$ cat src/rtl/uart_pkg.sv
// -----------------------------------------------------------------------------
// uart_pkg
// Shared types and line-level constants for the UART transmit/receive blocks.
//   tx_state_t : transmitter frame states (PARITY only entered when the
//                UART_TX_PARITY_EN build macro is defined)
//   START_BIT, STOP_BIT, IDLE_LEVEL : serial line levels
// -----------------------------------------------------------------------------
package uart_pkg;

  typedef enum logic [2:0] {
    IDLE   = 3'd0,
    START  = 3'd1,
    DATA   = 3'd2,
    PARITY = 3'd3,
    STOP   = 3'd4
  } tx_state_t;

  localparam logic START_BIT  = 1'b0;
  localparam logic STOP_BIT   = 1'b1;
  localparam logic IDLE_LEVEL = 1'b1;

endpackage : uart_pkg

$ cat src/rtl/uart_baud_gen.sv
// -----------------------------------------------------------------------------
// uart_baud_gen
// Bit-period timer shared by the UART TX and RX paths. Counts
// 0..CLKS_PER_BIT-1 and wraps; bit_end strobes for one cycle on the last count.
// Ports:
//   clk     : system clock, posedge
//   rst     : synchronous active-high reset (count -> 0)
//   restart : clears the count so the next cycle is the first of a bit period
//   bit_end : high on the final cycle of each bit period
// -----------------------------------------------------------------------------
module uart_baud_gen #(
  parameter int CLKS_PER_BIT = 434
) (
  input  logic clk,
  input  logic rst,
  input  logic restart,
  output logic bit_end
);

  localparam int CNT_W = (CLKS_PER_BIT > 1) ? $clog2(CLKS_PER_BIT) : 1;
  localparam logic [CNT_W-1:0] LAST_COUNT = CNT_W'(CLKS_PER_BIT - 1);
  localparam logic [CNT_W-1:0] ONE        = CNT_W'(1);

  logic [CNT_W-1:0] count;

  // Bit-period counter: cleared by reset/restart, wraps after the last count.
  always_ff @(posedge clk) begin
    if (rst || restart) begin
      count <= '0;
    end else if (count == LAST_COUNT) begin
      count <= '0;
    end else begin
      count <= count + ONE;
    end
  end

  assign bit_end = (count == LAST_COUNT);

endmodule : uart_baud_gen

$ cat src/rtl/uart_tx_fifo_drain.sv
// -----------------------------------------------------------------------------
// uart_tx_fifo_drain
// 8N1 UART transmitter that drains a show-ahead FIFO. A byte is popped and
// captured in the same cycle, its start bit appears on tx the next cycle, and
// a waiting byte is popped on the final stop-bit cycle so frames run
// back-to-back with no idle gap.
//
// Build option: define UART_TX_PARITY_EN to insert a parity bit between the
// data bits and the stop bit (sense chosen by PARITY_ODD). Without it the
// frame is start + WIDTH data + stop and PARITY_ODD has no effect.
//
// Ports:
//   clk            : system clock, posedge
//   rst            : synchronous active-high reset; aborts any frame in flight
//   fifo_empty     : FIFO empty flag
//   fifo_read_data : FIFO head word, valid while fifo_empty is low
//   fifo_pop       : one-cycle pop strobe (combinational)
//   tx             : registered serial output, idles high
//   busy           : high while a frame is on the line
// -----------------------------------------------------------------------------
module uart_tx_fifo_drain
  import uart_pkg::*;
#(
  parameter int WIDTH        = 8,
  parameter int CLKS_PER_BIT = 434,
  parameter int PARITY_ODD   = 0
) (
  input  logic             clk,
  input  logic             rst,
  input  logic             fifo_empty,
  input  logic [WIDTH-1:0] fifo_read_data,
  output logic             fifo_pop,
  output logic             tx,
  output logic             busy
);

  localparam int BIT_W = (WIDTH > 1) ? $clog2(WIDTH) : 1;
  localparam logic [BIT_W-1:0] LAST_BIT = BIT_W'(WIDTH - 1);
  localparam logic [BIT_W-1:0] BIT_ONE  = BIT_W'(1);
  localparam logic PARITY_SENSE = (PARITY_ODD != 0) ? 1'b1 : 1'b0;

  tx_state_t        state;
  logic [WIDTH-1:0] shift;
  logic [WIDTH-1:0] next_shift;
  logic [BIT_W-1:0] bit_cnt;
  logic             parity_bit;
  logic             bit_end;
  logic             baud_restart;
  logic             pop;

  // Parity over the whole captured byte, inverted for odd sense.
  function automatic logic frame_parity(input logic [WIDTH-1:0] data);
    return (^data) ^ PARITY_SENSE;
  endfunction

  // Counter held at zero while idle so START always gets a full bit period;
  // every later state entry coincides with the counter wrapping to zero.
  assign baud_restart = (state == IDLE);

  uart_baud_gen #(
    .CLKS_PER_BIT(CLKS_PER_BIT)
  ) u_baud (
    .clk     (clk),
    .rst     (rst),
    .restart (baud_restart),
    .bit_end (bit_end)
  );

  assign next_shift = {1'b0, shift[WIDTH-1:1]};

  // Pop decision: only when idle or on the last stop-bit cycle, never in reset.
  always_comb begin
    pop = 1'b0;
    if (!rst && !fifo_empty && ((state == IDLE) || ((state == STOP) && bit_end))) begin
      pop = 1'b1;
    end else begin
      pop = 1'b0;
    end
  end

  assign fifo_pop = pop;

  // Frame sequencer with registered tx/busy; a pop loads the byte and drives
  // the start bit on the following cycle.
  always_ff @(posedge clk) begin
    if (rst) begin
      state      <= IDLE;
      tx         <= IDLE_LEVEL;
      busy       <= 1'b0;
      shift      <= '0;
      bit_cnt    <= '0;
      parity_bit <= 1'b0;
    end else begin
      case (state)
        IDLE: begin
          if (pop) begin
            state      <= START;
            tx         <= START_BIT;
            busy       <= 1'b1;
            shift      <= fifo_read_data;
            parity_bit <= frame_parity(fifo_read_data);
          end else begin
            tx   <= IDLE_LEVEL;
            busy <= 1'b0;
          end
        end
        START: begin
          if (bit_end) begin
            state   <= DATA;
            tx      <= shift[0];
            bit_cnt <= '0;
          end
        end
        DATA: begin
          if (bit_end) begin
            if (bit_cnt == LAST_BIT) begin
`ifdef UART_TX_PARITY_EN
              state <= PARITY;
              tx    <= parity_bit;
`else
              state <= STOP;
              tx    <= STOP_BIT;
`endif
            end else begin
              shift   <= next_shift;
              tx      <= next_shift[0];
              bit_cnt <= bit_cnt + BIT_ONE;
            end
          end
        end
        PARITY: begin
          if (bit_end) begin
            state <= STOP;
            tx    <= STOP_BIT;
          end else begin
            tx <= parity_bit;
          end
        end
        STOP: begin
          if (bit_end) begin
            if (pop) begin
              // Zero-gap chaining: next start bit follows the stop bit directly.
              state      <= START;
              tx         <= START_BIT;
              busy       <= 1'b1;
              shift      <= fifo_read_data;
              parity_bit <= frame_parity(fifo_read_data);
            end else begin
              state <= IDLE;
              tx    <= IDLE_LEVEL;
              busy  <= 1'b0;
            end
          end
        end
        default: begin
          state <= IDLE;
          tx    <= IDLE_LEVEL;
          busy  <= 1'b0;
        end
      endcase
    end
  end

endmodule : uart_tx_fifo_drain
$ cat config.mk
export PLATFORM = sky130hd
export DESIGN_NAME = uart_tx_fifo_drain
export DESIGN_NICKNAME = d
export VERILOG_FILES = /design/src/rtl/uart_pkg.sv /design/src/rtl/uart_baud_gen.sv /design/src/rtl/uart_tx_fifo_drain.sv
export SDC_FILE = /design/constraint.sdc
export NUM_CORES = 1
export LEC_CHECK = 0
export CAP_MARGIN = 30
export CORE_MARGIN = 5
export CORE_UTILIZATION = 55
export DETAILED_ROUTE_END_ITERATION = 8
export PLACE_DENSITY_LB_ADDON = 0.12
export SYNTH_ARGS = -nofsm -noshare
export SYNTH_HDL_FRONTEND = slang
export SYNTH_HIERARCHICAL = 1
export SYNTH_SLANG_ARGS = --single-unit
$ cat constraint.sdc
create_clock -name clk -period 2.8 [get_ports clk]
set_clock_uncertainty 0.05 [all_clocks]
set_input_delay 0.56 -clock clk [delete_from_list [all_inputs] [get_ports clk]]
set_output_delay 0.56 -clock clk [all_outputs]
set_load 0.01 [all_outputs]
== Word level (Yosys, flattened, before mapping) ==
Index checks and enable logic that the tools add are counted.

* Mux-type cells: 31
* Bitwise logic cells: 1
* Equality and inequality tests: 13
* Add/sub/neg operators: 2
* Reductions and logical operators: 20

{| class="wikitable"
|+ Operators with widths
! kind !! number
|-
| 2-to-1 mux 8 bit || 4
|-
| 2-to-1 mux 3 bit || 9
|-
| case mux 8 bit (3 select lines) || 1
|-
| case mux 3 bit (5 select lines) || 1
|-
| != test 2 bit, second input constant || 7
|-
| 2-to-1 mux 1 bit || 12
|-
| adder 9 x 1 -> 9 bit, second input constant || 1
|-
| equality test 9 bit, second input constant || 1
|-
| AND reduction 4 bit || 2
|-
| XOR reduction 8 bit || 1
|-
| equality test 3 x 2 -> 1 bit, second input constant || 2
|-
| equality test 3 bit, second input constant || 2
|-
| case mux 3 bit (2 select lines) || 1
|-
| AND reduction 6 bit || 1
|-
| case mux 1 bit (5 select lines) || 1
|-
| AND reduction 2 bit || 2
|-
| nonzero test 2 bit || 2
|-
| adder 3 x 1 -> 3 bit, second input constant || 1
|-
| equality test 3 x 1 -> 1 bit, second input constant || 1
|-
| logical AND 1 bit || 3
|-
| logical NOT 3 bit || 1
|-
| case mux 1 bit (3 select lines) || 1
|-
| AND reduction 3 bit || 1
|-
| nonzero test 3 bit || 1
|-
| other kinds (6) || 8
|}

* Output and inout port bits: 3
* Register bits after elaboration: 26
* Logic and storage cells: 74

== Longest topological paths before layout ==
Gate-level depths: netlist (run 1).

* Depth after elaboration: 8
* Gate-level depth with buffers: 9
* Gate-level depth less buffers: 8

== Cells and area by module ==
Netlist (run 1), hierarchy kept.

{| class="wikitable"
|+ Modules (own cells, without submodules)
! module !! sequential area each (um2) !! cells each !! instances !! area each (um2)
|-
| uart_tx_fifo_drain || 340.3 || 113 || 1 || 1046.0
|-
| uart_baud_gen || 180.2 || 46 || 1 || 414.1
|}

== Least setup slack after synthesis (run 1) ==
Ideal clock, no wire load.

* Kind: register -> output
* From: register u_baud.count[2]
* To: output fifo_pop
* Arrival: 1491 ps
* Slack: 699 ps
* Cell stages (with the launch flop): 6
* Data required time: 2190 ps
* Cell sequence: dfxtp_1 > or3_1 > nor3_1 > buf_2 > nor2b_1 > nor4_4

* Word-level cells in the longest chain between the ends: 5

{| class="wikitable"
|+ RTL lines
! item !! line !! source
|-
| start, declared || uart_baud_gen.sv:24 || <nowiki>logic [CNT_W-1:0] count;</nowiki>
|-
| start signal, assigned || uart_baud_gen.sv:33 || <nowiki>count <= count + ONE;</nowiki>
|-
| equality test 9 bit || uart_baud_gen.sv:37 || <nowiki>assign bit_end = (count == LAST_COUNT);</nowiki>
|-
| named net bit_end || uart_tx_fifo_drain.sv:47 || <nowiki>logic bit_end;</nowiki>
|-
| logical AND 1 bit || uart_tx_fifo_drain.sv:74 || <nowiki>if (!rst && !fifo_empty && ((state == IDLE) || ((state == STOP) && bit_end))) begin</nowiki>
|-
| logical OR 1 bit || uart_tx_fifo_drain.sv:74 ||
|-
| logical AND 1 bit || uart_tx_fifo_drain.sv:74 ||
|-
| 2-to-1 mux 1 bit || uart_tx_fifo_drain.sv:74 ||
|-
| end, declared || uart_tx_fifo_drain.sv:32 || <nowiki>output logic fifo_pop,</nowiki>
|}

The timed path passes the listed nets, and every way through them passes these cells.

== Worst setup path after layout (run 1) ==
* From: register u_baud.count[6]
* To: output fifo_pop

Same word-level chain as after synthesis.

==> flow_metrics.py, run 1 <==
metrics = {
    "critical_path": {
        "worst_path_max_delay_cell": "or3_1",
        "slowest_delay_ns": 0.46,
        "cp-end-kind": "primary output",
        "critPathMaxFanout": 5,
        "path_cells": "or3_1 -> nor3_2 -> nor2b_1 -> nor4_4 -> dlygate4sd2_1",
        "cp.arrival_ns": 2.00,
        "crit_required_ns": 2.19,
        "crit_type": "flip-flop to primary output",
        "startpoint_type": "flip-flop",
    },
    "sta": {
        "period_share": 0.9324,
        "tightestPinTransition_ns": 0.4175,
        "slew-limit-headroom": 0.7211,
        "setup_viol": 0,
        "slew_viol_final": 0,
        "hold_viol_final": 0,
        "setup_tns_ns": 0,
        "period_needed_ns": 2.611,
        "grt_setup_unrepaired": "false",
        "setup_slack_ns": 0.1894,
        "max_freq_mhz": 383.1,
    },
    "clock_network": {
        "clock-root-buffer": "clkbuf_4",
        "cts_tree": "built",
        "clock_insertion_delay_worst_skew_ns": 0.33,
        "clkSlewWorstSetupHoldPaths_ns": 0.14,
        "post_cts_buffers": 0,
        "cts_hold_buf": 0,
        "cts_inserted_buffers": 3,
        "cts_sinks": 26,
        "h-tree-depth": 1,
        "cts_resized": 2,
        "cts_max_path_buffers": 2,
    },
    "power": {
        "irDropWorstVdd_mv": 0.3460,
        "p_leak_nw": 0.5528,
        "finalPower_mw": 0.6986,
        "power_density_mw_per_mm2": 420.8,
    },
    "run": {
        "max_cap_violations": 0,
    },
    "synthesis": {
        "yosysWarnings": 6,
        "async_reset_ff_frac": 0,
        "synth_nets": 174,
        "synth_edf_count": 0,
        "synth_area_sq_mm": 0.001460,
        "yosysSeqAreaShare": 0.3565,
        "ys.flop_type": "dfxtp_1",
        "synthCells": 159,
        "ys_seq_elements": 26,
        "synth_cell_types": 45,
        "syn_area_per_cell_sq_um": 9.183,
    },
    "outcome": {
        "status": "finished, final reports clean",
    },
    "floorplanning": {
        "die_w_um": 61.53,
        "die_h_um": 61.53,
        "ios": 14,
        "dieArea_sq_mm": 0.003785,
        "rows": 18,
        "design.core.area_sq_mm": 0.002500,
        "start_util": 0.5841,
    },
    "drt": {
        "drt_first_pass_iters": 4,
        "routed_via_density": 5.793,
        "vias": 1176,
        "antenna_left": 0,
        "wl_per_cell_um": 13.84,
        "detail_route.iter0.violations": 50,
        "drc_errors": 0,
        "postRouteWirelength_um": 2810,
    },
    "cells_and_area": {
        "area_growth_pct": 13.71,
        "nets": 189,
        "drive_gt1_frac": 0.1445,
        "final_common_cell": "dfxtp_1",
        "antennaDiodeCount": 0,
        "final_cell_mix": "26 x dfxtp_1, 20 x nor2_1, 12 x clkdlybuf4s50_1",
    },
    "global_routing": {
        "grt_pass1_wl_um": 4995,
        "gr-usage-all-layers": 0.1767,
        "grt_overflow_total": 0,
        "antenna_found_initial": 0,
        "grt_max_degree": 23,
        "grt_pass1_vias": 1170,
    },
    "placed_design": {
        "dp_worst_setup_slack_ns": 0.1628,
        "dp_hpwl_um": 2072,
        "portBuffers": 13,
        "routabilityCongestion": 0.8725,
    },
    "worst_hold_path": {
        "hold_path_class": "flip-flop to flip-flop",
    },
}
synthesized netlist by cell type, types with 3 or more instances:
| library cell | count | area [sq um] |
|---|---|---|
| a211oi_2 | 7 | 87.58 |
| a21oi_1 | 7 | 35.03 |
| a22oi_1 | 3 | 22.52 |
| buf_2 | 6 | 30.03 |
| dfxtp_1 | 26 | 520.5 |
| ha_1 | 4 | 50.05 |
| inv_1 | 3 | 11.26 |
| mux2i_1 | 9 | 90.09 |
| nand2_1 | 6 | 22.52 |
| nand3_1 | 3 | 15.01 |
| nor2_1 | 20 | 75.07 |
| nor2_2 | 3 | 18.77 |
| nor2b_1 | 3 | 18.77 |
| nor3_1 | 4 | 20.02 |
| nor3b_1 | 5 | 37.54 |
| o21ai_0 | 4 | 20.02 |
| or3_1 | 5 | 31.28 |
| xnor2_1 | 8 | 70.07 |
cells by family (layout without fill, tap and decap cells):
logic type | Yosys count | after routing | synth area share
fa+ha+maj | 4 | 4 | 0.03428
simple gates | 62 | 62 | 0.2399
mux | 9 | 9 | 0.06170
compound gates | 36 | 36 | 0.2039
xor+xnor | 10 | 10 | 0.05999
buf+inv | 12 | 26 | 0.04370
flops | 26 | 26 | 0.3565
routing by layer:
metal  GRT usage  routed length (um)
met5           0                   0
met4     0.08182                  67
met3     0.03564                  96
met2      0.3049                1371
met1      0.2087                1275
final timing paths:
path	start	end	slack [ns]	cells after the start
worst max-delay path	u_baud/count[6]	fifo_pop	0.19	5
worst min register to register	u_baud/count[0]	u_baud/count[0]	0.44	1
worst max register to register	u_baud/count[6]	shift[6]	0.47	7
worst min-delay path	u_baud/count[0]	u_baud/count[0]	0.44	1
per-stage QoR:
step | std cells | util | hold slack (ns) | area [sq um]
floorplan | 159 | - | 0.3834 | 1460
global placement | 199 | 0.6481 | 0.4015 | 1620
detailed placement | 199 | 0.6481 | 0.4123 | 1620
CTS | 203 | 0.6642 | 0.4387 | 1660
global route | 203 | 0.6642 | 0.4617 | 1660
finish | 203 | 0.6642 | 0.4361 | 1660
registers in the layout, indices dropped and copies added, names as in the netlist:
name,count
shift,8
parity_bit,1
bit_cnt,3
u_baud/count,9
busy,1
tx,1
state,3
area by class of cell:
| class | count | area, sq um |
|---|---|---|
| Tap cell | 30 | 37.54 |
| Sequential cell | 26 | 520.5 |
| Multi-Input combinational cell | 121 | 880.8 |
| Timing Repair Buffer | 19 | 173.9 |
| Fill cell | 209 | 839.6 |
| Clock buffer | 4 | 36.28 |
| Inverter | 3 | 11.26 |
power by group:
group / internal [mW] / total (mW) / switching (mW)
clock: 0.0797 / 0.193 / 0.114
combinational: 0.0564 / 0.108 / 0.0514
sequential: 0.385 / 0.398 / 0.0121
total: 0.522 / 0.699 / 0.177
worst max-delay path, delay by kind of cell, from the launching register on:
family | cells | cell delay, ns
flops | 1 | 0.37
simple gates | 4 | 0.98
buf+inv | 1 | 0.31
No activity file was read; power rests on OpenSTA's default activity.
==> run 2: changes to the inputs <==
--- a/config.mk
+++ b/config.mk
@@ -8,6 +8,7 @@
 export CAP_MARGIN = 30
 export CORE_MARGIN = 5
 export CORE_UTILIZATION = 55
+export CTS_CLUSTER_SIZE = 16
 export DETAILED_ROUTE_END_ITERATION = 8
 export PLACE_DENSITY_LB_ADDON = 0.12
 export SYNTH_ARGS = -nofsm -noshare
==> results of run 2 <==
Final layout, timing and power as in run 1 (identical DEF).
==> run 3: changes to the inputs <==
==> constraint.sdc (replaced) <==
create_clock -name clk -period 2.5 [get_ports clk]
set_clock_uncertainty 0.05 [all_clocks]
set_input_delay 0.5 -clock clk [delete_from_list [all_inputs] [get_ports clk]]
set_output_delay 0.5 -clock clk [all_outputs]
set_load 0.01 [all_outputs]
==> run 3 against run 2 <==
Net effect:
- worst setup slack improved by 0.053 ns
- critical path depth increased by 4
- count of clock-buffer cells in the layout unchanged
- sequential share of layout area decreased by 0.94 points
- non-clock buffer count increased by 7
- total power increased by 12%
- flip-flop and latch count unchanged
- clock power increased by 9%
- sequential power increased by 11%
- register-to-register slack got worse by 0.23 ns
- largest cell class unchanged
- hold slack improved by 0.013 ns
- cell area increased by 3.1%
==> flow_metrics.py, run 3 (synthesis gave the netlist of run 1 again) <==
metrics = {
    "critical_path": {
        "startpoint_type": "flip-flop",
        "crit_type": "flip-flop to flip-flop",
        "critPathMaxFanout": 15,
        "crit_required_ns": 2.70,
        "worst_path_max_delay_cell": "o31a_2",
        "path_cells": "inv_1 -> ha_1 -> nand2_1 -> nor3_2 -> buf_4 -> nor4bb_1 -> o31a_2 -> nor2_1 -> a211oi_2",
        "slowest_delay_ns": 0.42,
        "cp-end-kind": "flip-flop",
        "cp.arrival_ns": 2.46,
    },
    "sta": {
        "period_needed_ns": 2.257,
        "hold_viol_final": 0,
        "setup_tns_ns": 0,
        "fin_hold_ws_ns": 0.4491,
        "tightestPinTransition_ns": 0.3941,
        "grt_setup_unrepaired": "false",
        "setup_viol": 0,
        "period_share": 0.9029,
        "max_freq_mhz": 443.0,
        "slew-limit-headroom": 0.7373,
        "slew_viol_final": 0,
    },
    "placed_design": {
        "dp_hpwl_um": 2134,
        "portBuffers": 13,
        "routabilityCongestion": 0.8232,
    },
    "cells_and_area": {
        "largest_register_ffs": 9,
        "top_regs": "u_baud/count: 9 flops, shift: 8 flops",
        "antennaDiodeCount": 0,
        "area_growth_pct": 17.22,
        "nets": 196,
        "max_flop_register": "u_baud/count",
        "final_cell_mix": "26 x dfxtp_1, 20 x nor2_1, 13 x buf_4",
        "drive_gt1_frac": 0.1889,
        "final_common_cell": "dfxtp_1",
    },
    "global_routing": {
        "grt_max_degree": 23,
        "grt_pass1_wl_um": 4988,
        "antenna_found_initial": 0,
        "grt_pass1_vias": 1131,
        "grt_overflow_total": 0,
        "gr-usage-all-layers": 0.1735,
    },
    "power": {
        "power_density_mw_per_mm2": 457.1,
        "p_leak_nw": 0.5875,
        "irDropWorstVdd_mv": 0.4442,
    },
    "drt": {
        "antenna_left": 0,
        "vias": 1195,
        "drt_first_pass_iters": 5,
        "postRouteWirelength_um": 2893,
        "detail_route.iter0.violations": 85,
        "drc_errors": 0,
        "wl_per_cell_um": 13.78,
        "routed_via_density": 5.690,
    },
    "clock_network": {
        "cts_tree": "built",
        "cts_max_path_buffers": 2,
        "cts_inserted_buffers": 3,
        "clock_insertion_delay_worst_skew_ns": 0.32,
        "h-tree-depth": 1,
        "cts_hold_buf": 0,
        "clkSlewWorstSetupHoldPaths_ns": 0.14,
        "clock-root-buffer": "clkbuf_4",
        "cts_sinks": 26,
    },
    "worst_hold_path": {
        "hold_path_class": "flip-flop to flip-flop",
    },
    "floorplanning": {
        "ios": 14,
        "die_h_um": 61.53,
        "die_w_um": 61.53,
        "rows": 18,
        "design.core.area_sq_mm": 0.002500,
        "start_util": 0.5841,
        "dieArea_sq_mm": 0.003785,
    },
    "run": {
        "max_cap_violations": 0,
    },
    "outcome": {
        "status": "finished, final reports clean",
    },
}
-- run 3: final timing paths --
check,from,end,slack (ns),cells past startpoint
setup reg to reg,u_baud/count[1],shift[5],0.24,9
hold / removal,shift[7],shift[7],0.45,2
hold reg to reg,shift[7],shift[7],0.45,2
setup / recovery,u_baud/count[1],shift[5],0.24,9
-- run 3: area by class of cell --
| cell class | instances | area [sq um] |
|---|---|---|
| well taps | 30 | 37.54 |
| clock buffers | 4 | 36.28 |
| multi-input cells | 121 | 883.3 |
| inverters | 3 | 11.26 |
| flip-flops and latches | 26 | 520.5 |
| fillers | 208 | 788.3 |
| repair buffers | 26 | 222.7 |
-- run 3: what timing repair did --
item | CTS | global route
cloned | 0 | 0
pin swaps | 0 | 0
buffers inserted | 0 | 0
endpoints found under the setup margin | 1 | 1
gates resized for setup | 2 | 3
-- run 3: worst max-delay path: cells and delay by family, from the launching register on --
| family | cells | cell delay [ns] |
|---|---|---|
| compound gates | 2 | 0.61 |
| buf+inv | 2 | 0.27 |
| fa+ha+maj | 1 | 0.14 |
| simple gates | 4 | 0.75 |
| flops | 1 | 0.35 |
-- run 3: stage by stage --
stage	std cells	setup WS [ns]	utilization	instance area (sq um)	total power [mW]
after floorplan	159	0.4589	-	1460	0.5365
after global placement	206	0.05293	0.6692	1673	0.5785
after detailed placement	206	0.05684	0.6692	1673	0.5819
after CTS	210	0.04717	0.6852	1713	0.7939
after global routing	210	0.05493	0.6847	1712	0.8246
final	210	0.2427	0.6847	1712	0.7824
-- run 3: where the power goes --
| part | total, mW | internal [mW] | switching, mW |
|---|---|---|---|
| Combinational | 0.129 | 0.0669 | 0.0625 |
| Sequential | 0.442 | 0.432 | 0.0103 |
| Clock | 0.211 | 0.0891 | 0.122 |
-- run 3: routing by layer --
layer | part of all wire | up-vias | routed length (um) | GRT usage
li1 | - | 616 | - | -
met3 | 0.034 | 4 | 99 | 0.02725
met4 | 0.011 | 0 | 33 | 0.05455
met2 | 0.49 | 19 | 1422 | 0.3034
met5 | 0 | - | 0 | 0
met1 | 0.46 | 556 | 1337 | 0.2170
